===== src/rtl/ks_adder_pipe.sv =====
// Pipelined Kogge-Stone adder/subtractor: one pre-processing stage, log2(WIDTH) prefix
// stages and a registered post-processing stage, all advancing together under backpressure.
module ks_adder_pipe #(
  parameter int WIDTH = 32
) (
  input  logic             clk,
  input  logic             rst_n,
  input  logic             in_valid,
  output logic             in_ready,
  input  logic [WIDTH-1:0] in_a,
  input  logic [WIDTH-1:0] in_b,
  input  logic             in_cin,
  input  logic             in_sub,
  output logic             out_valid,
  input  logic             out_ready,
  output logic [WIDTH-1:0] out_sum,
  output logic             out_cout,
  output logic             out_ovf,
  output logic             busy
);

  localparam int LEVELS = $clog2(WIDTH);

  logic             advance_s;
  logic             c0_s;
  logic [WIDTH-1:0] b_eff_s;
  logic [WIDTH-1:0] p0_s;
  logic [WIDTH-1:0] g0_s;
  logic [WIDTH-1:0] sum_s;
  logic             cout_s;
  logic             ovf_s;

  // Stage k of these arrays holds the state after k prefix levels have been applied.
  logic [LEVELS:0]  vld_r;
  logic [LEVELS:0]  c0_r;
  logic [WIDTH-1:0] pb_r [0:LEVELS];
  logic [WIDTH-1:0] g_r  [0:LEVELS];
  logic [WIDTH-1:0] gp_r [0:LEVELS];

  logic             out_valid_r;
  logic [WIDTH-1:0] out_sum_r;
  logic             out_cout_r;
  logic             out_ovf_r;

  // One Kogge-Stone level at distance d; bits below d have no partner and pass through.
  function automatic logic [2*WIDTH-1:0] prefix_level(
    input logic [WIDTH-1:0] g,
    input logic [WIDTH-1:0] p,
    input int unsigned      d
  );
    logic [WIDTH-1:0] low_mask;
    low_mask = ~({WIDTH{1'b1}} << d);
    return {g | (p & (g << d)), p & ((p << d) | low_mask)};
  endfunction

  assign advance_s = ~out_valid_r | out_ready;
  assign in_ready  = advance_s;
  assign out_valid = out_valid_r;
  assign out_sum   = out_sum_r;
  assign out_cout  = out_cout_r;
  assign out_ovf   = out_ovf_r;
  assign busy      = (|vld_r) | out_valid_r;

  // Operand conditioning and bitwise generate/propagate; carry-in folds into bit 0.
  always_comb begin
    b_eff_s = in_sub ? ~in_b : in_b;
    c0_s    = in_sub ^ in_cin;
    p0_s    = in_a ^ b_eff_s;
    g0_s    = (in_a & b_eff_s) | {{(WIDTH-1){1'b0}}, p0_s[0] & c0_s};
  end

  // Post-processing from the final prefix stage: G[i] is the carry into bit i+1.
  always_comb begin
    sum_s  = pb_r[LEVELS] ^ {g_r[LEVELS][WIDTH-2:0], c0_r[LEVELS]};
    cout_s = g_r[LEVELS][WIDTH-1];
    ovf_s  = g_r[LEVELS][WIDTH-1] ^ g_r[LEVELS][WIDTH-2];
  end

  // Whole pipeline shifts one stage on advance and holds (bubbles included) otherwise.
  always_ff @(posedge clk or negedge rst_n) begin
    if (!rst_n) begin
      vld_r       <= {(LEVELS+1){1'b0}};
      c0_r        <= {(LEVELS+1){1'b0}};
      for (int k = 0; k <= LEVELS; k++) begin
        pb_r[k] <= {WIDTH{1'b0}};
        g_r[k]  <= {WIDTH{1'b0}};
        gp_r[k] <= {WIDTH{1'b0}};
      end
      out_valid_r <= 1'b0;
      out_sum_r   <= {WIDTH{1'b0}};
      out_cout_r  <= 1'b0;
      out_ovf_r   <= 1'b0;
    end else if (advance_s) begin
      vld_r[0] <= in_valid;
      c0_r[0]  <= c0_s;
      pb_r[0]  <= p0_s;
      g_r[0]   <= g0_s;
      gp_r[0]  <= p0_s;
      for (int k = 1; k <= LEVELS; k++) begin
        vld_r[k]            <= vld_r[k-1];
        c0_r[k]             <= c0_r[k-1];
        pb_r[k]             <= pb_r[k-1];
        {g_r[k], gp_r[k]}   <= prefix_level(g_r[k-1], gp_r[k-1], 32'd1 << (k-1));
      end
      out_valid_r <= vld_r[LEVELS];
      out_sum_r   <= sum_s;
      out_cout_r  <= cout_s;
      out_ovf_r   <= ovf_s;
    end else begin
      out_valid_r <= out_valid_r;
    end
  end

endmodule


===== config.mk =====
export PLATFORM = sky130hd
export DESIGN_NAME = ks_adder_pipe
export DESIGN_NICKNAME = d
export VERILOG_FILES = /design/src/rtl/ks_adder_pipe.sv
export SDC_FILE = /design/constraint.sdc
export NUM_CORES = 1
export LEC_CHECK = 0
export ABC_AREA = 1
export BUFFER_PORTS_ARGS = -buffer_cell sky130_fd_sc_hd__buf_2
export CAP_MARGIN = 25
export CORE_MARGIN = 2
export CORE_UTILIZATION = 50
export DETAILED_ROUTE_END_ITERATION = 12
export PLACE_DENSITY_LB_ADDON = 0.2
export SKIP_CTS_REPAIR_TIMING = 1
export SLEW_MARGIN = 30
export SYNTH_ARGS = -nofsm -noshare
export SYNTH_HDL_FRONTEND = slang
export SYNTH_SLANG_ARGS = --single-unit

===== constraint.sdc =====
create_clock -name clk -period 1.5 [get_ports clk]
set_clock_uncertainty 0.2 [all_clocks]
set_input_delay 0.225 -clock clk [delete_from_list [all_inputs] [get_ports clk]]
set_output_delay 0.225 -clock clk [all_outputs]
set_load 0.03 [all_outputs]

Yosys cells after proc, flatten, opt, wreduce, memory -nomap -nowiden
Cells that the tools add are included.

Bits in registers: 559. Input port bits: 70. Output and inout port bits: 37. Logic and storage cells: 49.

Mux-type cells: 1. Bitwise logic cells: 25. Reduce and logical (&&, ||, !) cells: 1.

Operators with widths (count): $and A32 B32 Y32 (10); $or A32 B32 Y32 (5); $xor A32 B32 Y32 (2); $mux W32 (1); $not A32 Y32 (1); $or A32 B1 Y32 (1); $reduce_or A6 Y1 (1); $or A1 B1 Y1 (2); $xor A1 B1 Y1 (2); $and A1 B1 Y1 (1); $not A1 Y1 (1).

Longest topological paths before layout
Gate-level depths: netlist (run 1).

Depth in word-level cells: 5. Depth in mapped cells: 8. Gate-level depth less buffers: 4.

Least setup slack after synthesis (run 1)
Ideal clock, no wire load.

Path kind: flip-flop to flip-flop. Start point: register out_valid_r (netlist: out_valid). End point: register g_r[13] (netlist name). Setup time: 0.066 ns. Data arrival time: 1.437 ns. Required time: 1.234 ns. Setup slack: -0.202 ns. Stages on the path, launching flop included: 9. Buffers on the path: 4. Cell sequence: dfrtp_1 > inv_2 > nor2_4 > buf_4 > buf_6 > buf_4 > buf_4 > nand2_1 > nand2_1.

Longest elaborated chain between the ends: 2.

Ends and longest elaborated chain: start, declared (RTL line 40) `logic out_valid_r;`; start signal, assigned (RTL line 105) `out_valid_r <= vld_r[LEVELS];`; start signal, assigned (RTL line 110) `out_valid_r <= out_valid_r;`; $not A1 Y1 (RTL line 56) `assign advance_s = ~out_valid_r | out_ready;`; $or A1 B1 Y1 (RTL line 56); end signal, assigned by index (RTL line 86) `g_r[k] <= {WIDTH{1'b0}};`; end signal, assigned by index (RTL line 103) `{g_r[k], gp_r[k]} <= prefix_level(g_r[k-1], gp_r[k-1], 32'd1 << (k-1));`; end, declared (RTL line 37) `logic [WIDTH-1:0] g_r [0:LEVELS];`.

Every way passes these cells. A chain may end at the register's enable or synchronous reset.

Final worst setup path (run 1)
Start point: register out_valid_r (netlist: out_valid). End point: output port busy.

Longest elaborated chain between the ends: 1.

Ends and longest elaborated chain: $or A1 B1 Y1 (RTL line 62) `assign busy = (|vld_r) | out_valid_r;`; end, declared (RTL line 19) `output logic busy`.

Every way passes these cells.

==> results by group, run 1 <==
Run status
  • Outcome: complete, but fails checks
  • Violated checks: hold timing, setup timing

Layout
  • Antenna cell count: 0
  • Synthesis-to-finish area growth: 47.2%
  • Leading cell type in the layout, fill and taps excluded: nand2_1
  • Commonest non-fill, non-tap cells in the layout: 600 x nand2_1, 528 x dfrtp_1, 231 x nand2_2
  • Fill count: 2579
  • Net count reported at finish: 2743
  • End-of-flow core utilization: 0.743
  • Proportion of layout cells with a drive suffix above 1: 0.362
  • Post-route non-filler standard cell count: 3219

Yosys
  • Number of nets produced by synthesis: 2372
  • Post-Syn Area: 0.0211 mm^2
  • Count of mapped cells out of synthesis: 2270
  • Simple-gate area share of the yosys netlist: 0.199
  • Compound-Gate Fraction of Synth Area: 0.0919
  • Avg Synthesized Cell Area: 9.28 um^2
  • Portion of netlist area occupied by mux cells: 0
  • Unique masters post-synth: 19
  • Fraction of the mapped netlist area in adder cells: 0.0190
  • Main combinational cell family by area after synthesis: simple AND/OR/NAND/NOR gates
  • Sequential share of the synthesized area: 0.628
  • Parity-gate share of the synthesized area counting xor and xnor cells: 0.0254
  • Count of synthesis-stage warnings from yosys: 0
  • Flops & latches, synth: 529

Worst setup path
  • Biggest cell delay along the critical path: 0.47 ns
  • Arrival @ worst endpoint: 1.55 ns
  • Crit-path cells: buf_6 > nor2_2 > nand4_1 > buf_6
  • Cell class contributing the biggest share of worst-path delay: flip-flops
  • Endpoint required time on the critical path: 1.07 ns
  • CP most frequent cell: buf_6
  • Peak fanout along the critical path: 4
  • WS Path Type: register to output port
  • Critical path startpoint category: register
  • Crit path buf inv count: 2
  • Slowest stage cell, crit path: dfrtp_2
  • Critical path endpoint category: output port

Timing
  • Total negative slack for setup checks: -77.98 ns
  • Post-layout min period: 1.97 ns
  • Final worst setup slack: -0.471 ns
  • Worst relative slew slack: 0.505
  • Fmax achieved: 507 MHz
  • Worst-Margin Slew: 0.741 ns
  • Slew Viols, Final: 0
  • Endpoints failing hold: 27
  • Worst hold slack: -0.0940 ns
  • Final count of negative-setup-slack endpoints: 513
  • Fraction of the cycle the final worst path needs: 1.31
  • Setup repair after global routing missed its margin: yes

Floorplan
  • Boundary Pins: 107
  • Starting utilization of the core area: 0.505
  • Vertical extent of the die: 209 um
  • Area of the core: 0.0418 mm^2
  • Total number of placement rows: 75
  • Die Footprint: 0.0438 mm^2
  • Die Width: 209 um

Placed design
  • Sum of net half-perimeters after detailed placement: 35400 um
  • Number of cells after detailed placement: 2892
  • Placer's final routability congestion estimate: 0.827
  • Port-buffer cells: 106

Power and ir drop
  • IR drop worst, VDD: 1.22 mV
  • Pwr dens: 2040 mW/mm^2
  • Leak: 16.5 nW

Clock network
  • Clock tree root buffer cell: clkbuf_16
  • Number of H-tree branching levels: 2
  • Clock tree from TritonCTS: done
  • TritonCTS Buffers: 52
  • Latest clock arrival within the worst-skew pair: 0.63 ns
  • Buffers from clock root to sink, at most: 3
  • Number of sinks handled by clock tree synthesis: 529
  • Clock edge transition at the registers on the reported setup and hold paths: 0.06 ns

Worst hold path
  • Type of the tightest min-delay check: input port to register

Global route
  • All-layer global routing usage: 0.232
  • Global route total overflow: 0
  • First-pass GRT wire length: 81200 um
  • Via count of the first global-routing pass: 15000
  • Number of antenna violations at the first check in global routing: 0
  • Pin count of the biggest net entering global routing: 77

Route
  • Vias per std cell: 5.60
  • Remaining antenna violation count after routing: 0
  • Pre-antenna DRT Iters: 6
  • Number of vias in the routed layout: 18000
  • Drt wl/cell: 21.0 um
  • 1st-iter DRT viols: 1573
  • Overall routed net length: 67700 um
  • DRC Markers: 0

Job
  • Max-capacitance violation count: 0
sequential cells by signal, summed over array words and instances, names as in the netlist:
name       cells
pb_r         189
g_r          191
cout_s         1
out_ovf        1
c0_r           6
out_sum       32
vld_r          6
out_valid      1
gp_r         101
out_cout       1
metal layers:
layer / track usage / part of all wire
met1: 0.355 / 0.42
met2: 0.349 / 0.49
met3: 0.0362 / 0.052
met4: 0.0594 / 0.044
met5: 0 / 0
layout make-up:
| type | count | area [um^2] | area share |
|---|---|---|---|
| inverter | 54 | 203 | 0.00653 |
| clock buffer | 83 | 1610 | 0.0518 |
| multi-input combinational | 1571 | 9420 | 0.304 |
| sequential | 529 | 13200 | 0.427 |
| clock inverter | 10 | 105 | 0.00339 |
| timing repair buffer | 433 | 5770 | 0.186 |
| tap | 539 | 674 | 0.0217 |
cell usage after synthesis:
cell type  count  area share
ha_1          32       0.019
a21oi_1      131       0.031
nand3_1       70       0.017
nand4_1        1     0.00030
buf_2         54       0.013
buf_1          4     0.00071
nor2_1         6      0.0011
buf_4         13      0.0046
xnor2_1       29       0.012
xor2_1        32       0.013
clkbuf_1      43      0.0077
buf_6          2      0.0011
nor2_4         1     0.00053
dfrtp_1      529        0.63
inv_1         53      0.0094
nand2_1     1012        0.18
inv_2          1     0.00018
nor3_1         1     0.00024
o21ai_0      256       0.061
cell families after synthesis:
group                      count (synthesis)
xor gates and xnor gates                  61
buffers and inverters                    170
and+or+nand+nor                         1091
adders and majority gates                 32
AOI/OAI and AO/OA                        387
DFF                                      529
stage by stage:
step	hold slack [ns]	power [mW]	instance area, um^2	worst slack (ns)
after global placement	-0.0939	37.3	22800	-0.0861
after global routing	-0.0802	66.2	31000	-0.536
after floorplan	-0.271	31.9	21100	-0.0890
final	-0.0940	63.3	31000	-0.471
after detailed placement	-0.0941	37.7	22800	-0.103
after CTS	-0.753	50.8	24600	-0.625
worst reg2reg max path: stages (launching register included):
cell,delay [ns]
dfrtp_2,0.45
inv_2,0.07
nor2_4,0.15
buf_6,0.16
buf_12,0.15
buf_12,0.12
buf_12,0.13
clkbuf_16,0.19
nand2_4,0.05
o21ai_1,0.10
report_power, final:
group / switching (mW) / internal (mW) / total, mW
Combinational: 12.7 / 11.4 / 24.1
Clock: 5.63 / 7.50 / 13.1
Sequential: 6.20 / 19.9 / 26.1
final timing paths:
| path | startpoint | end | slack, ns | cells past startpoint |
|---|---|---|---|---|
| max reg2reg | out_valid | g_r[112] | -0.32 | 9 |
| max in group asynchronous | rst_n | g_r[162] | -0.14 | 3 |
| min in group asynchronous | rst_n | pb_r[154] | 0.06 | 3 |
| max | out_valid | busy | -0.47 | 4 |
| min reg2reg | pb_r[69] | pb_r[37] | 0.27 | 2 |
| min | in_b[13] | pb_r[173] | -0.09 | 5 |
Power figures use the tool's default switching activity.
==> run 2, diff against run 1 <==
==> constraint.sdc (replaced) <==
create_clock -name clk -period 1.95 [get_ports clk]
set_clock_uncertainty 0.2 [all_clocks]
set_input_delay 0.2925 -clock clk [delete_from_list [all_inputs] [get_ports clk]]
set_output_delay 0.2925 -clock clk [all_outputs]
set_load 0.03 [all_outputs]
==> results by group, run 2 (synthesis gave the netlist of run 1 again) <==
Run status
  • Outcome: complete, but fails checks
  • Violated checks: hold timing, setup timing

Timing
  • Final count of negative-setup-slack endpoints: 1
  • Worst hold slack: -0.0407 ns
  • Setup repair after global routing missed its margin: yes
  • Fraction of the cycle the final worst path needs: 1.02
  • Worst-Margin Slew: 0.782 ns
  • Final worst setup slack: -0.0388 ns
  • Fmax achieved: 503 MHz
  • Slew Viols, Final: 0
  • Post-layout min period: 1.99 ns
  • Endpoints failing hold: 4
  • Worst relative slew slack: 0.477

Power and ir drop
  • Leak: 12.7 nW
  • Pwr dens: 1580 mW/mm^2
  • Overall power of the completed layout: 39.6 mW
  • IR drop worst, VDD: 0.736 mV

Placed design
  • Placer's final routability congestion estimate: 0.816
  • Total cell area at the placement stage: 0.0225 mm^2
  • Sum of net half-perimeters after detailed placement: 34900 um
  • Port-buffer cells: 106

Worst setup path
  • Critical path startpoint category: register
  • Peak fanout along the critical path: 5
  • Critical path endpoint category: output port
  • Crit-path cells: nor2_1 > nand4_1 > buf_6
  • Arrival @ worst endpoint: 1.50 ns
  • Biggest cell delay along the critical path: 0.45 ns
  • WS Path Type: register to output port
  • Cell class contributing the biggest share of worst-path delay: flip-flops
  • Crit path buf inv count: 1
  • Slowest stage cell, crit path: dfrtp_2
  • Endpoint required time on the critical path: 1.46 ns
  • Stages on the worst setup path: 3
  • FF-to-FF path depth: 6

Job
  • Max-capacitance violation count: 0

Global route
  • Pin count of the biggest net entering global routing: 95
  • All-layer global routing usage: 0.231
  • Global route total overflow: 0
  • Via count of the first global-routing pass: 14900
  • Number of antenna violations at the first check in global routing: 0
  • First-pass GRT wire length: 80600 um

Clock network
  • Clock edge transition at the registers on the reported setup and hold paths: 0.06 ns
  • Clock tree from TritonCTS: done
  • Latest clock arrival within the worst-skew pair: 0.60 ns
  • Number of sinks handled by clock tree synthesis: 529
  • Buffers from clock root to sink, at most: 3
  • Number of H-tree branching levels: 2
  • TritonCTS Buffers: 53
  • Clock tree root buffer cell: clkbuf_16

Floorplan
  • Starting utilization of the core area: 0.505
  • Boundary Pins: 107
  • Die Width: 209 um
  • Total number of placement rows: 75
  • Die Footprint: 0.0438 mm^2
  • Vertical extent of the die: 209 um
  • Area of the core: 0.0418 mm^2

Layout
  • Antenna cell count: 0
  • Commonest non-fill, non-tap cells in the layout: 1011 x nand2_1, 528 x dfrtp_1, 256 x o21ai_0
  • Largest registers: g_r: 191 flops, pb_r: 189 flops, gp_r: 101 flops
  • Cell area after layout: 0.0251 mm^2
  • End-of-flow core utilization: 0.602
  • Net count reported at finish: 2548
  • Synthesis-to-finish area growth: 19.3%
  • Fill count: 3574
  • Number of flip-flops in the largest register: 191
  • Most flop-heavy register: g_r
  • Leading cell type in the layout, fill and taps excluded: nand2_1
  • Proportion of layout cells with a drive suffix above 1: 0.106

Worst hold path
  • Type of the tightest min-delay check: input port to register
  • Min-Delay Path Depth: 5

Route
  • Overall routed net length: 50600 um
  • Remaining antenna violation count after routing: 0
  • Number of vias in the routed layout: 15600
  • Drt wl/cell: 16.7 um
  • 1st-iter DRT viols: 1446
  • DRC Markers: 0
  • Pre-antenna DRT Iters: 7
  • Vias per std cell: 5.15
-- run 2: changes by cell type in the layout (fill, tap and decap cells not counted), sizes merged --
cell         before  now
inv              56   54
clkinv            7   10
buf             297  171
clkinvlp          0    3
bufinv            1    7
clkbuf          150   78
dlygate4sd3      69   65
-- run 2: worst reg2reg max path, cell delays in order (launching register included) --
cell	delay, ns
dfrtp_2	0.42
inv_2	0.06
nor2_4	0.20
buf_12	0.28
buf_12	0.25
nand2_1	0.09
o21ai_0	0.11
-- run 2: final cells by class --
| type | count | area, um^2 | share of cell area |
|---|---|---|---|
| flip-flops and latches | 529 | 13200 | 0.527 |
| clock inverters | 20 | 298 | 0.0118 |
| multi-input cells | 1571 | 7080 | 0.282 |
| inverters | 54 | 203 | 0.00807 |
| well taps | 539 | 674 | 0.0268 |
| clock buffers | 77 | 1570 | 0.0624 |
| repair buffers | 237 | 2070 | 0.0824 |
-- run 2: stage by stage --
stage / TNS (ns) / setup WS (ns) / instances
final: -0.0388 / -0.0388 / 3027
after global routing: -0.100 / -0.0770 / 3027
after CTS: -0.344 / -0.229 / 2953
after detailed placement: 0 / 0.212 / 2856
after global placement: 0 / 0.224 / 2856
after floorplan: 0 / 0.248 / 2270
-- run 2: power by group --
| group | internal (mW) | total (mW) | switching, mW |
|---|---|---|---|
| Sequential | 15.3 | 18.8 | 3.50 |
| Clock | 6.50 | 10.7 | 4.24 |
| Combinational | 3.73 | 10.1 | 6.34 |
-- run 2: per-layer routing --
layer	vias up	global-route usage	part of all wire
met4	0	0.0522	0.018
met3	66	0.0364	0.048
met1	7505	0.355	0.48
met2	376	0.349	0.45
li1	7630	-	-
met5	-	0	0
-- run 2: worst paths after layout --
check,slack [ns],to,start
worst max-delay path,-0.04,busy,out_valid
worst min register to register,0.27,pb_r[93],pb_r[93]
worst min-delay path,-0.04,g_r[163],in_b[3]
max in group asynchronous,0.16,gp_r[132],rst_n
worst max register to register,0.25,g_r[143],out_valid
min in group asynchronous,0.18,gp_r[81],rst_n
